File: src/rtl/ex_mem_stage_pkg.sv
// EX/MEM stage shared types: FSM encoding and pipeline bundles.
// Structs use the default datapath widths of the core.
package ex_mem_stage_pkg;

  localparam int XLEN_DEF = 32;
  localparam int RA_W_DEF = 5;

  typedef enum logic {
    IDLE = 1'b0,
    BUSY = 1'b1
  } state_t;

  typedef struct packed {
    logic [XLEN_DEF-1:0] alu;
    logic [XLEN_DEF-1:0] wdata;
    logic [RA_W_DEF-1:0] rd;
    logic                RegWrite;
    logic                MemtoReg;
    logic                MemRead;
    logic                MemWrite;
  } exmem_t;

  typedef struct packed {
    logic [XLEN_DEF-1:0] alu;
    logic [XLEN_DEF-1:0] mdata;
    logic [RA_W_DEF-1:0] rd;
    logic                RegWrite;
    logic                MemtoReg;
  } memwb_t;

  typedef struct packed {
    logic RegWrite;
    logic MemtoReg;
  } wbctl_t;

  localparam wbctl_t BUBBLE = '{RegWrite: 1'b0, MemtoReg: 1'b0};

  function automatic logic is_mem(exmem_t e);
    return e.MemRead | e.MemWrite;
  endfunction

endpackage

File: src/rtl/ex_mem_stage_if.sv
// Data-memory request/ack bus between the EX/MEM stage and the cache.
// master = pipeline stage, slave = memory.
interface ex_mem_stage_if
  import ex_mem_stage_pkg::*;
#(
  parameter int XLEN = XLEN_DEF
);

  logic            mem_req_o;
  logic            mem_we_o;
  logic [XLEN-1:0] mem_addr_o;
  logic [XLEN-1:0] mem_wdata_o;
  logic            mem_ack_i;
  logic [XLEN-1:0] mem_rdata_i;

  modport master (
    output mem_req_o,
    output mem_we_o,
    output mem_addr_o,
    output mem_wdata_o,
    input  mem_ack_i,
    input  mem_rdata_i
  );

  modport slave (
    input  mem_req_o,
    input  mem_we_o,
    input  mem_addr_o,
    input  mem_wdata_o,
    output mem_ack_i,
    output mem_rdata_i
  );

endinterface

File: src/rtl/mem_access_fsm.sv
// Memory access sequencer: IDLE/BUSY handshake, stall request and
// saturating stall-cycle counter.
module mem_access_fsm
  import ex_mem_stage_pkg::*;
#(
  parameter int CNT_W = 32
) (
  input  logic             clk,
  input  logic             rst,
  input  logic             start,
  input  logic             next_mem,
  input  logic             ack,
  output logic             req,
  output logic             stall,
  output logic             ack_ok,
  output logic [CNT_W-1:0] cnt
);

  state_t state;

  assign req    = (state == BUSY);
  // an ack outside BUSY is stray and must not reach the datapath
  assign ack_ok = req & ack;
  assign stall  = req & ~ack;

  always_ff @(posedge clk) begin
    if (rst) begin
      state <= IDLE;
      cnt   <= '0;
    end else if (start) begin
      unique case (state)
        IDLE: state <= next_mem ? BUSY : IDLE;
        BUSY: if (ack) state <= next_mem ? BUSY : IDLE;
      endcase
      if (stall && (cnt != '1)) begin
        cnt <= cnt + 1'b1;
      end
    end
  end

endmodule

File: src/rtl/ex_mem_stage.sv
// EX/MEM and MEM/WB pipeline registers around the data-memory access.
// stall_o freezes upstream while a memory access waits for ack.
module ex_mem_stage
  import ex_mem_stage_pkg::*;
#(
  parameter int XLEN  = XLEN_DEF,
  parameter int RA_W  = RA_W_DEF,
  parameter int CNT_W = 32
) (
  input  logic             clk_i,
  input  logic             rst_i,
  input  logic             start_i,
  input  logic [XLEN-1:0]  ALUResult_i,
  input  logic [XLEN-1:0]  RS2Data_i,
  input  logic [RA_W-1:0]  RDaddr_i,
  input  logic             RegWrite_i,
  input  logic             MemtoReg_i,
  input  logic             MemRead_i,
  input  logic             MemWrite_i,
  ex_mem_stage_if.master   mem,
  output logic             stall_o,
  output logic [XLEN-1:0]  ALUResult_o,
  output logic [XLEN-1:0]  MemData_o,
  output logic [RA_W-1:0]  RDaddr_o,
  output logic             RegWrite_o,
  output logic             MemtoReg_o,
  output logic [CNT_W-1:0] stall_cnt_o
);

  exmem_t exmem_d;
  exmem_t exmem_q;
  memwb_t memwb_q;
  logic   stall;
  logic   ack_ok;
  logic   unused_ok;

  always_comb begin
    exmem_d          = '0;
    exmem_d.alu      = ALUResult_i;
    exmem_d.wdata    = RS2Data_i;
    exmem_d.rd       = RDaddr_i;
    exmem_d.RegWrite = RegWrite_i;
    exmem_d.MemtoReg = MemtoReg_i;
    exmem_d.MemRead  = MemRead_i;
    exmem_d.MemWrite = MemWrite_i;
  end

  mem_access_fsm #(
    .CNT_W (CNT_W)
  ) u_fsm (
    .clk      (clk_i),
    .rst      (rst_i),
    .start    (start_i),
    .next_mem (is_mem(exmem_d)),
    .ack      (mem.mem_ack_i),
    .req      (mem.mem_req_o),
    .stall    (stall),
    .ack_ok   (ack_ok),
    .cnt      (stall_cnt_o)
  );

  always_ff @(posedge clk_i) begin
    if (rst_i) begin
      exmem_q <= '0;
      memwb_q <= '0;
    end else if (start_i) begin
      if (!stall) begin
        exmem_q <= exmem_d;
      end
      // a stalled cycle sends a bubble; data fields keep their value
      if (stall) begin
        memwb_q.RegWrite <= BUBBLE.RegWrite;
        memwb_q.MemtoReg <= BUBBLE.MemtoReg;
      end else begin
        memwb_q.alu      <= exmem_q.alu;
        memwb_q.mdata    <= ack_ok ? mem.mem_rdata_i : '0;
        memwb_q.rd       <= exmem_q.rd;
        memwb_q.RegWrite <= exmem_q.RegWrite;
        memwb_q.MemtoReg <= exmem_q.MemtoReg;
      end
    end
  end

  assign mem.mem_we_o    = exmem_q.MemWrite;
  assign mem.mem_addr_o  = exmem_q.alu;
  assign mem.mem_wdata_o = exmem_q.wdata;

  assign stall_o     = stall;
  assign ALUResult_o = memwb_q.alu;
  assign MemData_o   = memwb_q.mdata;
  assign RDaddr_o    = memwb_q.rd;
  assign RegWrite_o  = memwb_q.RegWrite;
  assign MemtoReg_o  = memwb_q.MemtoReg;

  assign unused_ok = exmem_q.MemRead;

endmodule
File: src/flat_wrapper.sv
// flat-port wrapper written by rule: the top's interface ports become plain ports
module ex_mem_stage_flat import ex_mem_stage_pkg::*;
#(
  parameter int XLEN  = XLEN_DEF,
  parameter int RA_W  = RA_W_DEF,
  parameter int CNT_W = 32
)
  (clk_i, rst_i, start_i, ALUResult_i, RS2Data_i, RDaddr_i, RegWrite_i, MemtoReg_i, MemRead_i, MemWrite_i, stall_o, ALUResult_o, MemData_o, RDaddr_o, RegWrite_o, MemtoReg_o, stall_cnt_o, mem_mem_req_o, mem_mem_we_o, mem_mem_addr_o, mem_mem_wdata_o, mem_mem_ack_i, mem_mem_rdata_i);
  ex_mem_stage_if #(.XLEN(XLEN)) mem_i ();
  input  logic clk_i;
  input  logic rst_i;
  input  logic start_i;
  input  logic [XLEN-1:0] ALUResult_i;
  input  logic [XLEN-1:0] RS2Data_i;
  input  logic [RA_W-1:0] RDaddr_i;
  input  logic RegWrite_i;
  input  logic MemtoReg_i;
  input  logic MemRead_i;
  input  logic MemWrite_i;
  output logic stall_o;
  output logic [XLEN-1:0] ALUResult_o;
  output logic [XLEN-1:0] MemData_o;
  output logic [RA_W-1:0] RDaddr_o;
  output logic RegWrite_o;
  output logic MemtoReg_o;
  output logic [CNT_W-1:0] stall_cnt_o;
  output wire logic [$bits(mem_i.mem_req_o)-1:0] mem_mem_req_o;
  output wire logic [$bits(mem_i.mem_we_o)-1:0] mem_mem_we_o;
  output wire logic [$bits(mem_i.mem_addr_o)-1:0] mem_mem_addr_o;
  output wire logic [$bits(mem_i.mem_wdata_o)-1:0] mem_mem_wdata_o;
  input wire logic [$bits(mem_i.mem_ack_i)-1:0] mem_mem_ack_i;
  input wire logic [$bits(mem_i.mem_rdata_i)-1:0] mem_mem_rdata_i;
  assign mem_mem_req_o = mem_i.mem_req_o;
  assign mem_mem_we_o = mem_i.mem_we_o;
  assign mem_mem_addr_o = mem_i.mem_addr_o;
  assign mem_mem_wdata_o = mem_i.mem_wdata_o;
  assign mem_i.mem_ack_i = mem_mem_ack_i;
  assign mem_i.mem_rdata_i = mem_mem_rdata_i;
  ex_mem_stage #(.XLEN(XLEN), .RA_W(RA_W), .CNT_W(CNT_W)) u_core (.clk_i(clk_i), .rst_i(rst_i), .start_i(start_i), .ALUResult_i(ALUResult_i), .RS2Data_i(RS2Data_i), .RDaddr_i(RDaddr_i), .RegWrite_i(RegWrite_i), .MemtoReg_i(MemtoReg_i), .MemRead_i(MemRead_i), .MemWrite_i(MemWrite_i), .mem(mem_i), .stall_o(stall_o), .ALUResult_o(ALUResult_o), .MemData_o(MemData_o), .RDaddr_o(RDaddr_o), .RegWrite_o(RegWrite_o), .MemtoReg_o(MemtoReg_o), .stall_cnt_o(stall_cnt_o));
endmodule
File: config.mk
export PLATFORM = sky130hd
export DESIGN_NAME = ex_mem_stage_flat
export DESIGN_NICKNAME = d
export VERILOG_FILES = /design/src/rtl/ex_mem_stage_pkg.sv /design/src/rtl/ex_mem_stage_if.sv /design/src/rtl/mem_access_fsm.sv /design/src/rtl/ex_mem_stage.sv /design/src/flat_wrapper.sv
export SDC_FILE = /design/constraint.sdc
export NUM_CORES = 1
export LEC_CHECK = 0
export CELL_PAD_IN_SITES_DETAIL_PLACEMENT = 1
export CELL_PAD_IN_SITES_GLOBAL_PLACEMENT = 2
export CORE_UTILIZATION = 22
export CTS_BUF_LIST = sky130_fd_sc_hd__clkbuf_16
export DETAILED_ROUTE_END_ITERATION = 8
export PLACE_DENSITY = 0.84
export SLEW_MARGIN = 20
export SYNTH_ARGS = -nofsm -noshare
export SYNTH_HDL_FRONTEND = slang
export SYNTH_SLANG_ARGS = --single-unit
File: constraint.sdc
create_clock -name clk_i -period 2.1 [get_ports clk_i]
set_input_delay 0.42 -clock clk_i [delete_from_list [all_inputs] [get_ports clk_i]]
set_output_delay 0.42 -clock clk_i [all_outputs]
set_load 0.05 [all_outputs]
== After elaboration in Yosys (flattened, before gate mapping) ==
Index checks and enable logic that the tools add are counted.
Storage, ports and cells
  register bits: 176
  input port bits: 109
  output and inout bits: 170
  logic and storage cells: 29
Operators by class
  add/subtract/negate cells: 1
  eq/ne operators: 1
  muxes and demuxes: 5
  bitwise operators: 6
  reduce and logical (&&, ||, !) cells: 3
Operator list (count)
  adder 32 x 1 -> 32 bit (second input constant): 1
  2-to-1 mux 32 bit: 1
  != test 32 bit (second input constant): 1
  AND reduction 2 bit: 2
  inverter 1 bit: 3
  bitwise AND 1 bit: 2
  2-to-1 mux 1 bit: 2
  2-to-1 mux 2 bit: 1
  one-hot mux 1 bit (2 select lines): 1
  logical AND 1 bit: 1
  bitwise OR 1 bit: 1

== Logic depth before layout (Yosys ltp) ==
  depth after elaboration: 4
  mapped depth: 7
  mapped depth without buffers: 6

== Hierarchy ==
A second synthesis with hierarchy kept.
Second synthesis, totals
  cells, all modules: 897
  area total of the unflattened synthesis: 7203.2 µm²
Modules (own cells, without submodules)
  ex_mem_stage: times used 1, cells an instance 690, area an instance 5505.3 µm², sequential area each 2862.7 µm²
  mem_access_fsm: times used 1, cells an instance 207, area an instance 1697.9 µm², sequential area each 660.6 µm²

== Worst setup path before layout ==
OpenSTA, ideal clock, no wires.
  kind: register to register
  start point: register u_core.u_fsm.cnt[0]
  end point: register u_core.u_fsm.cnt[14]
  setup time: 123 ps
  arrival: 2389 ps
  required time: 1977 ps
  path slack: -413 ps
  stages on the path, launching flop included: 8
  path buffers: 1
  period minus slack after synthesis: 2513 ps
  path through: dfxtp_1 > ha_1 > nand4_1 > or3_1 > clkbuf_1 > a31oi_1 > nand4_1 > mux2_1
On the way
  word-level cells in the longest chain between the ends: 3
  elaborated cells on any way between the ends: 4
  classes of those cells: 1 x add/sub; 1 x eq/ne; 2 x reduce/logical
Ends and longest elaborated chain
  from (decl): line mem_access_fsm.sv:16  | output logic [CNT_W-1:0] cnt
  from (signal assigned): line mem_access_fsm.sv:36  | cnt <= cnt + 1'b1;
  branches (longest 3 deep; another with adder 32 x 1 -> 32 bit)
Several ways; the timed one is not identified.
A chain may end at the register's enable or synchronous reset.

== Final worst setup path ==
  start point: register u_core.u_fsm.cnt[18]
  end point: output stall_cnt_o[18]
RTL lines
  to (decl): line flat_wrapper.sv:26  | output logic [CNT_W-1:0] stall_cnt_o;
No word-level cell between the ends.

==> key figures <==
Run status
  • Status: finished, final reports clean

Setup path
  • Delay of the slowest cell on the worst path: 800 ps
  • CP arrival: 1630 ps
  • Startpoint types: flip-flop
  • WP data required: 1680 ps
  • Number of buffer and inverter stages on the critical path: 1
  • R2r setup slk: 170 ps
  • Cell family with most CP delay: buffers and inverters
  • CP Max Fanout: 5
  • Reg2Reg Launch Point: u_core.u_fsm.cnt[0]
  • Crit. End Element: output port
  • Critical Path Slowest Stage Cell: clkdlybuf4s50_1
  • Crit-path cells: clkdlybuf4s50_1
  • Reg-to-Reg End: u_core.u_fsm.cnt[29]
  • Kind of critical path: flip-flop to output port
  • Reg2Reg Depth: 9

Routing
  • DRT iter0 DRCs: 243
  • Routed WL: 23.80 mm
  • Vias/cell: 4.363
  • Vias: 6737
  • Antenna-violating nets left: 0
  • Wire per inst: 15.41 um
  • Drt pass-1 iters: 4
  • Drc violations: 0

Synth
  • Sequential area share after synthesis: 0.4921
  • Syn Inst Count: 873
  • Syn_nets: 983
  • Leading area contributor after synthesis: dfxtp_1
  • Yosys warns: 0
  • Post-synth EDFFs: 0
  • Mapped Area: 7159 um2
  • Post-Synthesis Mean Instance Area: 8.201 um2
  • Synth area leaders: dfxtp_1 49%, nand2_1 12%, a21oi_1 8.9%
  • Share of the synthesized area in the top cell type: 0.4921
  • Seq cells post-synth: 176
  • Cell with the most instances after synthesis: nand2_1
  • Post-synth cell types: 49
  • Synth cell count leaders: 235 x nand2_1, 176 x dfxtp_1, 127 x a21oi_1
  • Async SR Flop Fraction: 0
  • Main synth FF type: dfxtp_1

Floorplan
  • Core ar.: 31800 um2
  • Ports: 279
  • Die X: 182.4 um
  • # rows: 65
  • Die Height: 182.4 um
  • Initial Utilization: 0.2251
  • Full die area: 33270 um2

Worst hold path
  • Worst min path class: input port to flip-flop
  • Hold depth: 2
  • Worst Hold End: u_core.MemData_o[20]
  • Hold path start: rst_i

Timing
  • Worst-Margin Slew: 557.9 ps
  • Final Hold Slack: 344.4 ps
  • Hold Fails Final Rpt: 0
  • Final count of pins violating max slew: 0
  • Fin worst setup slack: 48.73 ps
  • RSZ-0062 raised after global routing: no
  • F_max: 487.5 MHz
  • Fin crit share: 0.9768
  • Max_slew headroom: 0.6275
  • Skew final: 12.93 ps
  • Final setup violation count: 0
  • Tmin final: 2051 ps

Placement
  • Placed Instances: 1512
  • Place WS: -364.4 ps
  • Port Buf Inserts: 278
  • Placer Congestion: 0.7789
  • HPWL Detailed: 17.13 mm
  • Placed Instance Area: 10320 um2

Layout
  • Post-route cell area: 10970 um2
  • Final Non-Filler Cells: 1544
  • Syn-to-layout area delta: 53.23%
  • Post-layout util: 0.3450
  • Layout cell share with drive strength beyond 1: 0.1235
  • N_diodes: 0
  • Post-layout nets: 1206

CTS
  • Clock transition at path regs: 80 ps
  • Max H-tree Level: 4
  • Clk sink count: 176
  • Hold_buf cts: 0
  • CTS tree: built
  • CTS max path bufs: 2
  • Clk root buf: clkbuf_16
  • CTS Buf Count: 17
  • Setup Buffers After CTS: 0
  • Worst skew pair latency: 450 ps

Global routing
  • Grt ovf: 0
  • Largest net degree at the start of global routing: 96
  • Vias in the first global route: 6943
  • Initial antenna violation count: 0
  • Global-route wire length before repair: 37.87 mm
  • Tot GR Track Use: 0.1447

Flow run
  • Max-cap violation count: 0

Power and ir drop
  • PwrDens: 745.8 nW/um2
  • Worst vdd ir: 0.5345 mV
  • LEAKAGE: 4.303 nW
logic make-up after synthesis:
logic type | Yosys count | share of synthesized area
xor+xnor | 10 | 0.01223
simple gates | 361 | 0.2193
mux | 7 | 0.01136
buf+inv | 130 | 0.1024
fa+ha+maj | 1 | 0.001747
compound gates | 188 | 0.1608
flops | 176 | 0.4921
flip-flops by register name, indices dropped and copies added, names as in the netlist:
signal                  count
u_core.ALUResult_o         32
u_core.MemData_o           32
u_core.mem.mem_addr_o      32
u_core.mem.mem_wdata_o     32
u_core.u_fsm.cnt           32
u_core.exmem_q              7
u_core.RDaddr_o             5
u_core.MemtoReg_o           1
u_core.RegWrite_o           1
u_core.mem.mem_we_o         1
u_core.u_fsm.req            1
area by class of cell:
type | instances | area (um2)
clock inverter | 14 | 173.9
multi-input combinational | 567 | 2949
fill | 3711 | 20830
tap | 435 | 544.3
clock buffer | 18 | 450.4
inverter | 9 | 33.78
sequential | 176 | 3587
timing repair buffer | 325 | 3232
worst max path at each step:
stage / from / to / slack (ps) / cells past startpoint
after floorplan: u_core.u_fsm.cnt[1] / u_core.u_fsm.cnt[3] / -30 / 6
after detailed placement: mem_mem_ack_i / u_core.u_fsm.cnt[22] / -360 / 7
final: u_core.u_fsm.cnt[18] / stall_cnt_o[18] / 50 / 1
after global routing: u_core.mem.mem_addr_o[23] / mem_mem_addr_o[23] / 0.7 / 1
after CTS: u_core.mem.mem_addr_o[11] / mem_mem_addr_o[11] / 0.1 / 1
after global placement: mem_mem_ack_i / u_core.u_fsm.cnt[18] / -340 / 7
layout by cell type, fill, tap and decap left out, types with 4 or more instances in the layout:
master	netlist	final
nor2_1	58	58
nand3b_1	5	5
buf_4	65	44
a21oi_1	127	127
nor2b_1	6	6
nand4_1	13	13
dfxtp_1	176	143
dfxtp_4	0	9
nor3_1	4	4
mux2_1	5	5
inv_6	0	4
clkdlybuf4s50_1	0	222
o21ai_0	4	4
nand2_1	235	234
a22oi_1	32	32
dlygate4sd2_1	0	31
dfxtp_2	0	24
dlymetal6s2s_1	0	18
xnor2_1	10	10
clkbuf_16	0	18
a31o_1	4	4
nand3_1	11	11
and3_1	4	4
inv_1	9	9
buf_12	0	8
through the flow:
step	total power, mW	TNS (ps)
floorplan	4.349	-36.19
global placement	4.827	-9704
finish	8.182	0
global route	8.546	0
CTS	8.366	0
detailed placement	4.846	-22730
per-layer routing:
metal / GRT usage / wire length (um)
met1: 0.1726 / 10590
met3: 0.05129 / 1766
met5: 0 / 0
met2: 0.2406 / 11100
met4: 0.04840 / 335
timing repair:
| item | CTS | global route |
|---|---|---|
| pin swaps | 0 | 2 |
| gates resized for setup | 32 | 21 |
| gates cloned | 0 | 0 |
| setup endpoints to repair | 32 | 25 |
report_power, final:
part,internal (mW),leakage (nW),switching (mW)
Clock,1.96,0.304,1.48
Combinational,0.481,2.55,0.748
Sequential,3.44,1.45,0.0686
(Power assumes the default switching activity.)
